`src/rtl/aib_rx_word_align_pkg.sv`:
```
// aib_pkg: word width, default training word and aligner FSM states.
// Shared by the match sub-module, the aligner top and its interface.
package aib_pkg;

  localparam int AIB_WORD_W = 40;
  localparam int AIB_HALF_W = AIB_WORD_W / 2;
  localparam int AIB_OFF_W  = 6;

  localparam logic [AIB_WORD_W-1:0] AIB_TRAIN_PATTERN =
    40'h5A_F0C3_3CA5;

  typedef enum logic [1:0] {
    HUNT   = 2'd0,
    VERIFY = 2'd1,
    LOCKED = 2'd2
  } align_state_t;

  // 40-bit slice of the 80-bit window starting at bit off.
  function automatic logic [AIB_WORD_W-1:0] win_slice(
    input logic [2*AIB_WORD_W-1:0] win,
    input logic [AIB_OFF_W-1:0]    off
  );
    return AIB_WORD_W'(win >> off);
  endfunction

endpackage

```
`src/rtl/aib_rx_word_align_if.sv`:
```
// aib_rx_word_align_if: raw RX halves in, aligned word and status out.
// slave = aligner side, master = PHY/consumer side.
interface aib_rx_word_align_if;
  import aib_pkg::*;

  logic [AIB_HALF_W-1:0] i_aib_rx_data0;
  logic [AIB_HALF_W-1:0] i_aib_rx_data1;
  logic                  o_rx_valid;
  logic [AIB_WORD_W-1:0] o_rx_data;
  logic                  o_locked;
  logic [AIB_OFF_W-1:0]  o_align_offset;

  modport master (
    output i_aib_rx_data0,
    output i_aib_rx_data1,
    input  o_rx_valid,
    input  o_rx_data,
    input  o_locked,
    input  o_align_offset
  );

  modport slave (
    input  i_aib_rx_data0,
    input  i_aib_rx_data1,
    output o_rx_valid,
    output o_rx_data,
    output o_locked,
    output o_align_offset
  );

endinterface

```
`src/rtl/aib_rx_word_align_match.sv`:
```
// aib_align_match: compares all 40 window slices with the pattern.
// Ports: i_win/i_pattern in; o_hit, o_first_off (lowest), o_hit_vec out.
module aib_align_match
  import aib_pkg::*;
(
  input  logic [2*AIB_WORD_W-1:0] i_win,
  input  logic [AIB_WORD_W-1:0]   i_pattern,
  output logic                    o_hit,
  output logic [AIB_OFF_W-1:0]    o_first_off,
  output logic [AIB_WORD_W-1:0]   o_hit_vec
);

  always_comb begin
    o_hit_vec = '0;
    for (int k = 0; k < AIB_WORD_W; k++) begin
      o_hit_vec[k] = (i_win[k +: AIB_WORD_W] == i_pattern);
    end
  end

  // Scan downward so the lowest matching offset is the last write.
  always_comb begin
    o_first_off = '0;
    for (int k = AIB_WORD_W - 1; k >= 0; k--) begin
      if (o_hit_vec[k]) begin
        o_first_off = AIB_OFF_W'(k);
      end
    end
  end

  assign o_hit = |o_hit_vec;

endmodule

```
`src/rtl/aib_rx_word_align.sv`:
```
// aib_rx_word_align: finds the 40-bit word boundary in the AIB RX stream.
// Ports: clk, sync rst_n, bypass cfg, realign pulse, rx (slave) bus.
module aib_rx_word_align
  import aib_pkg::*;
#(
  parameter logic [AIB_WORD_W-1:0] TRAIN_PATTERN = AIB_TRAIN_PATTERN,
  parameter int                    LOCK_CNT      = 4
) (
  input  logic                i_aib_rx_clk,
  input  logic                i_rst_n,
  input  logic                c_bypass_word_align,
  input  logic                i_realign,
  aib_rx_word_align_if.slave  rx
);

  localparam logic [3:0] LOCK_N = 4'(LOCK_CNT);

  logic [AIB_WORD_W-1:0]   cur;
  logic [AIB_WORD_W-1:0]   prev_q;
  logic [2*AIB_WORD_W-1:0] win;

  logic                    hit;
  logic [AIB_OFF_W-1:0]    first_off;
  logic [AIB_WORD_W-1:0]   hit_vec;

  align_state_t            state_q;
  logic [3:0]              match_cnt_q;
  logic [3:0]              cnt_inc;
  logic [AIB_OFF_W-1:0]    offset_q;
  logic                    verify_ok;

  logic [AIB_WORD_W-1:0]   rx_data_q;
  logic                    rx_valid_q;
  logic                    locked_q;

  assign cur = {rx.i_aib_rx_data1, rx.i_aib_rx_data0};
  assign win = {cur, prev_q};

  aib_align_match u_match (
    .i_win       (win),
    .i_pattern   (TRAIN_PATTERN),
    .o_hit       (hit),
    .o_first_off (first_off),
    .o_hit_vec   (hit_vec)
  );

  // A lower-offset hit takes priority, so it counts as a miss here.
  assign verify_ok = hit_vec[offset_q] && (first_off == offset_q);
  assign cnt_inc   = match_cnt_q + 4'd1;

  always_ff @(posedge i_aib_rx_clk) begin
    if (!i_rst_n) begin
      prev_q      <= '0;
      state_q     <= HUNT;
      match_cnt_q <= '0;
      offset_q    <= '0;
      rx_data_q   <= '0;
      rx_valid_q  <= 1'b0;
      locked_q    <= 1'b0;
    end else begin
      prev_q <= cur;
      if (c_bypass_word_align) begin
        state_q     <= HUNT;
        match_cnt_q <= '0;
        locked_q    <= 1'b0;
        rx_data_q   <= cur;
        rx_valid_q  <= 1'b1;
      end else if (i_realign) begin
        state_q     <= HUNT;
        match_cnt_q <= '0;
        locked_q    <= 1'b0;
        rx_valid_q  <= 1'b0;
      end else begin
        unique case (state_q)
          HUNT: begin
            rx_valid_q <= 1'b0;
            if (hit) begin
              offset_q    <= first_off;
              match_cnt_q <= 4'd1;
              if (LOCK_N == 4'd1) begin
                state_q  <= LOCKED;
                locked_q <= 1'b1;
              end else begin
                state_q <= VERIFY;
              end
            end
          end
          VERIFY: begin
            rx_valid_q <= 1'b0;
            if (verify_ok) begin
              match_cnt_q <= cnt_inc;
              if (cnt_inc == LOCK_N) begin
                state_q  <= LOCKED;
                locked_q <= 1'b1;
              end
            end else begin
              match_cnt_q <= '0;
              state_q     <= HUNT;
            end
          end
          LOCKED: begin
            rx_data_q  <= win_slice(win, offset_q);
            rx_valid_q <= 1'b1;
            locked_q   <= 1'b1;
          end
          default: begin
            state_q     <= HUNT;
            match_cnt_q <= '0;
            locked_q    <= 1'b0;
            rx_valid_q  <= 1'b0;
          end
        endcase
      end
    end
  end

  assign rx.o_rx_valid     = rx_valid_q;
  assign rx.o_rx_data      = rx_data_q;
  assign rx.o_locked       = locked_q;
  assign rx.o_align_offset = offset_q;

endmodule

```
`src/flat_wrapper.sv`:
```
// flat-port wrapper written by rule: the top's interface ports become plain ports
module aib_rx_word_align_flat import aib_pkg::*;
#(
  parameter logic [AIB_WORD_W-1:0] TRAIN_PATTERN = AIB_TRAIN_PATTERN,
  parameter int                    LOCK_CNT      = 4
)
  (i_aib_rx_clk, i_rst_n, c_bypass_word_align, i_realign, rx_i_aib_rx_data0, rx_i_aib_rx_data1, rx_o_rx_valid, rx_o_rx_data, rx_o_locked, rx_o_align_offset);
  aib_rx_word_align_if rx_i ();
  input  logic i_aib_rx_clk;
  input  logic i_rst_n;
  input  logic c_bypass_word_align;
  input  logic i_realign;
  input wire logic [$bits(rx_i.i_aib_rx_data0)-1:0] rx_i_aib_rx_data0;
  input wire logic [$bits(rx_i.i_aib_rx_data1)-1:0] rx_i_aib_rx_data1;
  output wire logic [$bits(rx_i.o_rx_valid)-1:0] rx_o_rx_valid;
  output wire logic [$bits(rx_i.o_rx_data)-1:0] rx_o_rx_data;
  output wire logic [$bits(rx_i.o_locked)-1:0] rx_o_locked;
  output wire logic [$bits(rx_i.o_align_offset)-1:0] rx_o_align_offset;
  assign rx_i.i_aib_rx_data0 = rx_i_aib_rx_data0;
  assign rx_i.i_aib_rx_data1 = rx_i_aib_rx_data1;
  assign rx_o_rx_valid = rx_i.o_rx_valid;
  assign rx_o_rx_data = rx_i.o_rx_data;
  assign rx_o_locked = rx_i.o_locked;
  assign rx_o_align_offset = rx_i.o_align_offset;
  aib_rx_word_align #(.TRAIN_PATTERN(TRAIN_PATTERN), .LOCK_CNT(LOCK_CNT)) u_core (.i_aib_rx_clk(i_aib_rx_clk), .i_rst_n(i_rst_n), .c_bypass_word_align(c_bypass_word_align), .i_realign(i_realign), .rx(rx_i));
endmodule
```
`config.mk`:
```
export PLATFORM = sky130hd
export DESIGN_NAME = aib_rx_word_align_flat
export DESIGN_NICKNAME = d
export VERILOG_FILES = /design/src/rtl/aib_rx_word_align_pkg.sv /design/src/rtl/aib_rx_word_align_if.sv /design/src/rtl/aib_rx_word_align_match.sv /design/src/rtl/aib_rx_word_align.sv /design/src/flat_wrapper.sv
export SDC_FILE = /design/constraint.sdc
export NUM_CORES = 1
export LEC_CHECK = 0
export CAP_MARGIN = 20
export CELL_PAD_IN_SITES_DETAIL_PLACEMENT = 0
export CELL_PAD_IN_SITES_GLOBAL_PLACEMENT = 1
export CORE_MARGIN = 2
export CORE_UTILIZATION = 35
export CTS_BUF_LIST = sky130_fd_sc_hd__clkbuf_16
export DETAILED_ROUTE_END_ITERATION = 10
export GPL_TIMING_DRIVEN = 1
export PLACE_DENSITY = 0.69
export SYNTH_ARGS = -nofsm -noshare
export SYNTH_HDL_FRONTEND = slang
export SYNTH_HIERARCHICAL = 1
export SYNTH_SLANG_ARGS = --single-unit
```
`constraint.sdc`:
```
create_clock -name i_aib_rx_clk -period 6.5 [get_ports i_aib_rx_clk]
set_input_delay 1.95 -clock i_aib_rx_clk [delete_from_list [all_inputs] [get_ports i_aib_rx_clk]]
set_output_delay 1.95 -clock i_aib_rx_clk [all_outputs]
set_load 0.1 [all_outputs]
```
==> impl_metrics.prom <==
# TYPE chip_impl_metric gauge
chip_impl_info{name="critical_path.cell_chain",value="buf_2 -> buf_4 -> xor2_1 -> nor4_1 -> nand4_1 -> nor4_1 -> buf_4 -> or2_1 -> or2_2 -> a21oi_1 -> o41ai_1 -> a31oi_1 -> o21bai_1 -> a31oi_1 -> xnor2_1 -> nand4_1 -> nor3_2 -> o2111ai_1 -> a2111o_1 -> nand3_1"} 1
chip_impl_metric{name="setup_viol",unit=""} 0
chip_impl_metric{name="grt_antenna_before_repair",unit=""} 2
chip_impl_metric{name="yosys_register_bits",unit=""} 94
chip_impl_metric{name="post-route-period-util",unit="%"} 96.7
chip_impl_metric{name="proportion_of_layout_cells_with_a_drive_suffix_above_1",unit="%"} 14.0
chip_impl_metric{name="power.total",unit="mW"} 3.44
chip_impl_metric{name="rows",unit=""} 108
chip_impl_metric{name="yosys_warnings",unit=""} 6
chip_impl_metric{name="timing.critical_path.arrival",unit="ps"} 6610
chip_impl_info{name="hold_critical_path_endpoint",value="u_core/rx.o_rx_data[11]$_SDFFE_PN0P_"} 1
chip_impl_metric{name="design.final.nets",unit=""} 3463
chip_impl_metric{name="grt_first_pass_wirelength",unit="microns"} 218000
chip_impl_metric{name="netSwitchingFraction",unit="%"} 52.1
chip_impl_metric{name="ioPinCount",unit=""} 92
chip_impl_metric{name="final.setup.tns",unit="ps"} 0
chip_impl_info{name="final_cell_mix",value="sky130_fd_sc_hd__xor2_1 (1135), sky130_fd_sc_hd__xnor2_1 (470), sky130_fd_sc_hd__nor4_1 (303)"} 1
chip_impl_metric{name="fp.dieH",unit="microns"} 299
chip_impl_metric{name="max_stage_delay",unit="ps"} 500
chip_impl_metric{name="clock_sinks",unit=""} 94
chip_impl_metric{name="ir_worst_vdd",unit="uV"} 136
chip_impl_metric{name="cts-hold-fix-buffers",unit=""} 0
chip_impl_metric{name="grt_start_max_net_pins",unit=""} 70
chip_impl_metric{name="grt_pass1_vias",unit=""} 29386
chip_impl_metric{name="worst-path-max-fanout",unit=""} 9
chip_impl_metric{name="cts.repair_timing.setup_buffer_count",unit=""} 0
chip_impl_metric{name="cts_resized",unit=""} 0
chip_impl_metric{name="pint",unit="mW"} 1.65
chip_impl_metric{name="synthesis.area",unit="sq mm"} 0.0304
chip_impl_metric{name="drt_pre_antenna_iters",unit=""} 6
chip_impl_metric{name="cell_depth_of_the_worst_flop_to_flop_path",unit=""} 17
chip_impl_metric{name="postRouteAntennaNets",unit=""} 0
chip_impl_metric{name="cts-htree-levels",unit=""} 3
chip_impl_info{name="run_status",value="finished clean"} 1
chip_impl_info{name="clock-root-buffer",value="sky130_fd_sc_hd__clkbuf_16"} 1
chip_impl_metric{name="clk_transition_reported_paths",unit="ps"} 80
chip_impl_metric{name="period_minus_slack",unit="ps"} 6280
chip_impl_metric{name="detail_route.iter0.violations",unit=""} 4745
chip_impl_metric{name="core_footprint",unit="sq mm"} 0.0865
chip_impl_info{name="post-synth-top-area-cell",value="sky130_fd_sc_hd__xor2_1"} 1
chip_impl_info{name="criticalPathCategory",value="input pin to flop"} 1
chip_impl_metric{name="clkPwrFrac",unit="%"} 17.8
chip_impl_info{name="critical_path.reg2reg.startpoint",value="u_core/prev_q[29]$_SDFF_PN0_"} 1
chip_impl_metric{name="grt_util_all_layers",unit="%"} 33.1
chip_impl_metric{name="synthDistinctLibCells",unit=""} 85
chip_impl_metric{name="via_count",unit=""} 30372
chip_impl_metric{name="area.growth.synth_to_final",unit="%"} 4.14
chip_impl_metric{name="report.final.hold_viol_count",unit=""} 0
chip_impl_info{name="worst_hold_startpoint",value="u_core/rx.o_rx_data[11]$_SDFFE_PN0P_"} 1
chip_impl_metric{name="sequentialPowerShare",unit="%"} 21.3
chip_impl_metric{name="synth_cells",unit=""} 3562
chip_impl_metric{name="drcViolationCount",unit=""} 0
chip_impl_metric{name="ys_seq_area_share",unit="%"} 6.18
chip_impl_info{name="hold_class",value="flop to flop"} 1
chip_impl_metric{name="number_of_flops_mapped_to_enable_cells_by_yosys",unit=""} 0
chip_impl_info{name="clock_tree_from_tritoncts",value="yes"} 1
chip_impl_info{name="worst_setup_path_start_kind",value="input pin"} 1
chip_impl_info{name="rsz0062_at_grt",value="no"} 1
chip_impl_metric{name="cp_data_required_time",unit="ps"} 6830
chip_impl_metric{name="worst-slew-pin-transition",unit="ps"} 1240
chip_impl_metric{name="detailedPlace.worstSlack",unit="ps"} 137
chip_impl_metric{name="grt-ovfl-total",unit=""} 0
chip_impl_info{name="r2r-end",value="u_core/state_q[0]$_SDFFE_PP0P_"} 1
chip_impl_metric{name="fin_ws",unit="ps"} 216
chip_impl_metric{name="avgViaCountPerCell",unit=""} 6.64
chip_impl_info{name="cell_with_the_largest_stage_delay_on_the_worst_path",value="sky130_fd_sc_hd__nor4_1"} 1
chip_impl_metric{name="maxCapViolCount",unit=""} 0
chip_impl_metric{name="syn_area_per_cell",unit="sq um"} 8.54
chip_impl_metric{name="power_density",unit="mW/mm^2"} 109
chip_impl_metric{name="share_comb_of_total_power",unit="%"} 60.9
chip_impl_metric{name="place.port_buffers",unit=""} 91
chip_impl_info{name="synth.area.top_cells",value="sky130_fd_sc_hd__xor2_1 (33%), sky130_fd_sc_hd__xnor2_1 (14%), sky130_fd_sc_hd__mux4_2 (8.2%), sky130_fd_sc_hd__nor4_1 (6.2%), sky130_fd_sc_hd__dfxtp_1 (6.2%)"} 1
chip_impl_metric{name="postRouteWirelength",unit="microns"} 155000
chip_impl_metric{name="maxSlewHeadroom",unit="%"} 17.5
chip_impl_info{name="synth_top_flop_cell",value="sky130_fd_sc_hd__dfxtp_1"} 1
chip_impl_metric{name="insertedDiodeCount",unit=""} 0
chip_impl_metric{name="power_leakage",unit="nW"} 11.9
chip_impl_metric{name="detail_route.wl_per_cell",unit="microns"} 33.9
chip_impl_info{name="final_common_cell",value="sky130_fd_sc_hd__xor2_1"} 1
chip_impl_metric{name="initial_core_util",unit="%"} 35.2
chip_impl_metric{name="postSynth.asyncResetShare",unit="%"} 0
chip_impl_metric{name="clock_tree.buffer_depth",unit=""} 2
chip_impl_metric{name="max_clock_freq",unit="MHz"} 159
chip_impl_metric{name="final_max_slew_viol_count",unit=""} 0
chip_impl_metric{name="floorplan.die.width",unit="microns"} 299
chip_impl_metric{name="holdPathStages",unit=""} 2
chip_impl_info{name="critical_path.endpoint_type",value="flop"} 1
chip_impl_metric{name="fin_skew",unit="ps"} 19.5
chip_impl_metric{name="netlist.area_leader.share",unit="%"} 32.7
chip_impl_metric{name="cts_made_buffers",unit=""} 9
chip_impl_metric{name="die_area",unit="sq mm"} 0.0893
chip_impl_metric{name="reported_net_switching_power",unit="mW"} 1.79
chip_impl_metric{name="reg2reg_setup_slack",unit="ps"} 1390
chip_impl_metric{name="clk-insertion-delay-late",unit="ps"} 400
chip_impl_metric{name="gp_congestion",unit=""} 0.949
chip_impl_metric{name="detailedPlacementHpwl",unit="microns"} 88900
==> state kept, by name, indices dropped and copies added, names as in the netlist <==
signal,count
u_core/match_cnt_q,4
u_core/prev_q,40
u_core/rx.o_align_offset,6
u_core/rx.o_locked,1
u_core/rx.o_rx_data,40
u_core/rx.o_rx_valid,1
u_core/state_q,2
==> cells by family (layout without fill, tap and decap cells) <==
logic type      after synthesis  count (layout)  synth area share [%]
xor+xnor                   1606            1606                  46.2
simple gates                848             848                  16.6
buf+inv                     509             328                  11.1
mux                         271             271                  14.2
compound gates              227             227                  5.35
flops                        94              94                  6.18
fa+ha+maj                     5               5                 0.206
other cells                   2              40                0.0247
==> how the worst max path moves through the flow <==
stage,from,end,cells past startpoint
finish,rx_i_aib_rx_data0[16],u_core/state_q[0]$_SDFFE_PP0P_,20
detailed placement,rx_i_aib_rx_data1[17],u_core/state_q[0]$_SDFFE_PP0P_,19
global route,rx_i_aib_rx_data1[17],u_core/state_q[0]$_SDFFE_PP0P_,19
global placement,rx_i_aib_rx_data1[17],u_core/state_q[0]$_SDFFE_PP0P_,19
floorplan,rx_i_aib_rx_data0[16],u_core/state_q[0]$_SDFFE_PP0P_,18
CTS,rx_i_aib_rx_data1[17],u_core/state_q[0]$_SDFFE_PP0P_,19
==> layer usage <==
layer | vias up | part of all wire (%) | GRT usage [%]
li1 | 11974 | - | -
met3 | 886 | 14 | 9.37
met5 | - | 0.017 | 0
met4 | 4 | 8.0 | 21.7
met1 | 14606 | 37 | 42.2
met2 | 2902 | 41 | 48.5
==> synthesized netlist by cell type (all sizes together), types with 8 or more instances <==
master  number
nand4      193
mux4       120
o211ai      20
nor2b       14
xor2      1136
mux2i       83
nor3        32
nor4       333
nand2      106
a21oi       51
a32o        11
nand3       16
or2          9
o21ai       39
inv         26
xnor2      470
nor2        75
mux2        68
dfxtp       94
buf        431
clkbuf      50
o221ai      17
nand2b       8
and2        45
==> power groups by stage <==
stage	logic, mW	clock network, mW	registers, mW
detailed placement	1.82	0	0.735
global route	2.15	0.630	0.727
finish	2.10	0.612	0.733
global placement	1.81	0	0.736
floorplan	1.44	0	0.750
CTS	1.83	0.613	0.722
==> through the flow <==
step	instance area (sq um)	util, %	instances	hold slack (ps)
6_report	31700	36.6	4574	440
5_1_grt	31700	36.6	4574	475
4_1_cts	31700	36.6	4574	444
3_5_place_dp	31400	36.3	4558	433
3_3_place_gp	31400	36.3	4558	431
2_1_floorplan	30600	-	3600	448
==> worst max-delay path: cells and delay by family <==
kind	cells	cell delay (ps)
buf+inv	3	800
compound gates	7	1650
xor+xnor	2	310
simple gates	8	1870
==> final cells by class <==
| cell class | count | area (sq um) |
|---|---|---|
| Clock inverter | 7 | 88.8 |
| Clock buffer | 9 | 225 |
| Sequential cell | 94 | 1920 |
| Fill cell | 8952 | 54800 |
| Inverter | 28 | 105 |
| Multi-Input combinational cell | 2997 | 25300 |
| Timing Repair Buffer | 284 | 2600 |
| Tap cell | 1155 | 1450 |
No activity file was read; power rests on OpenSTA's default activity.
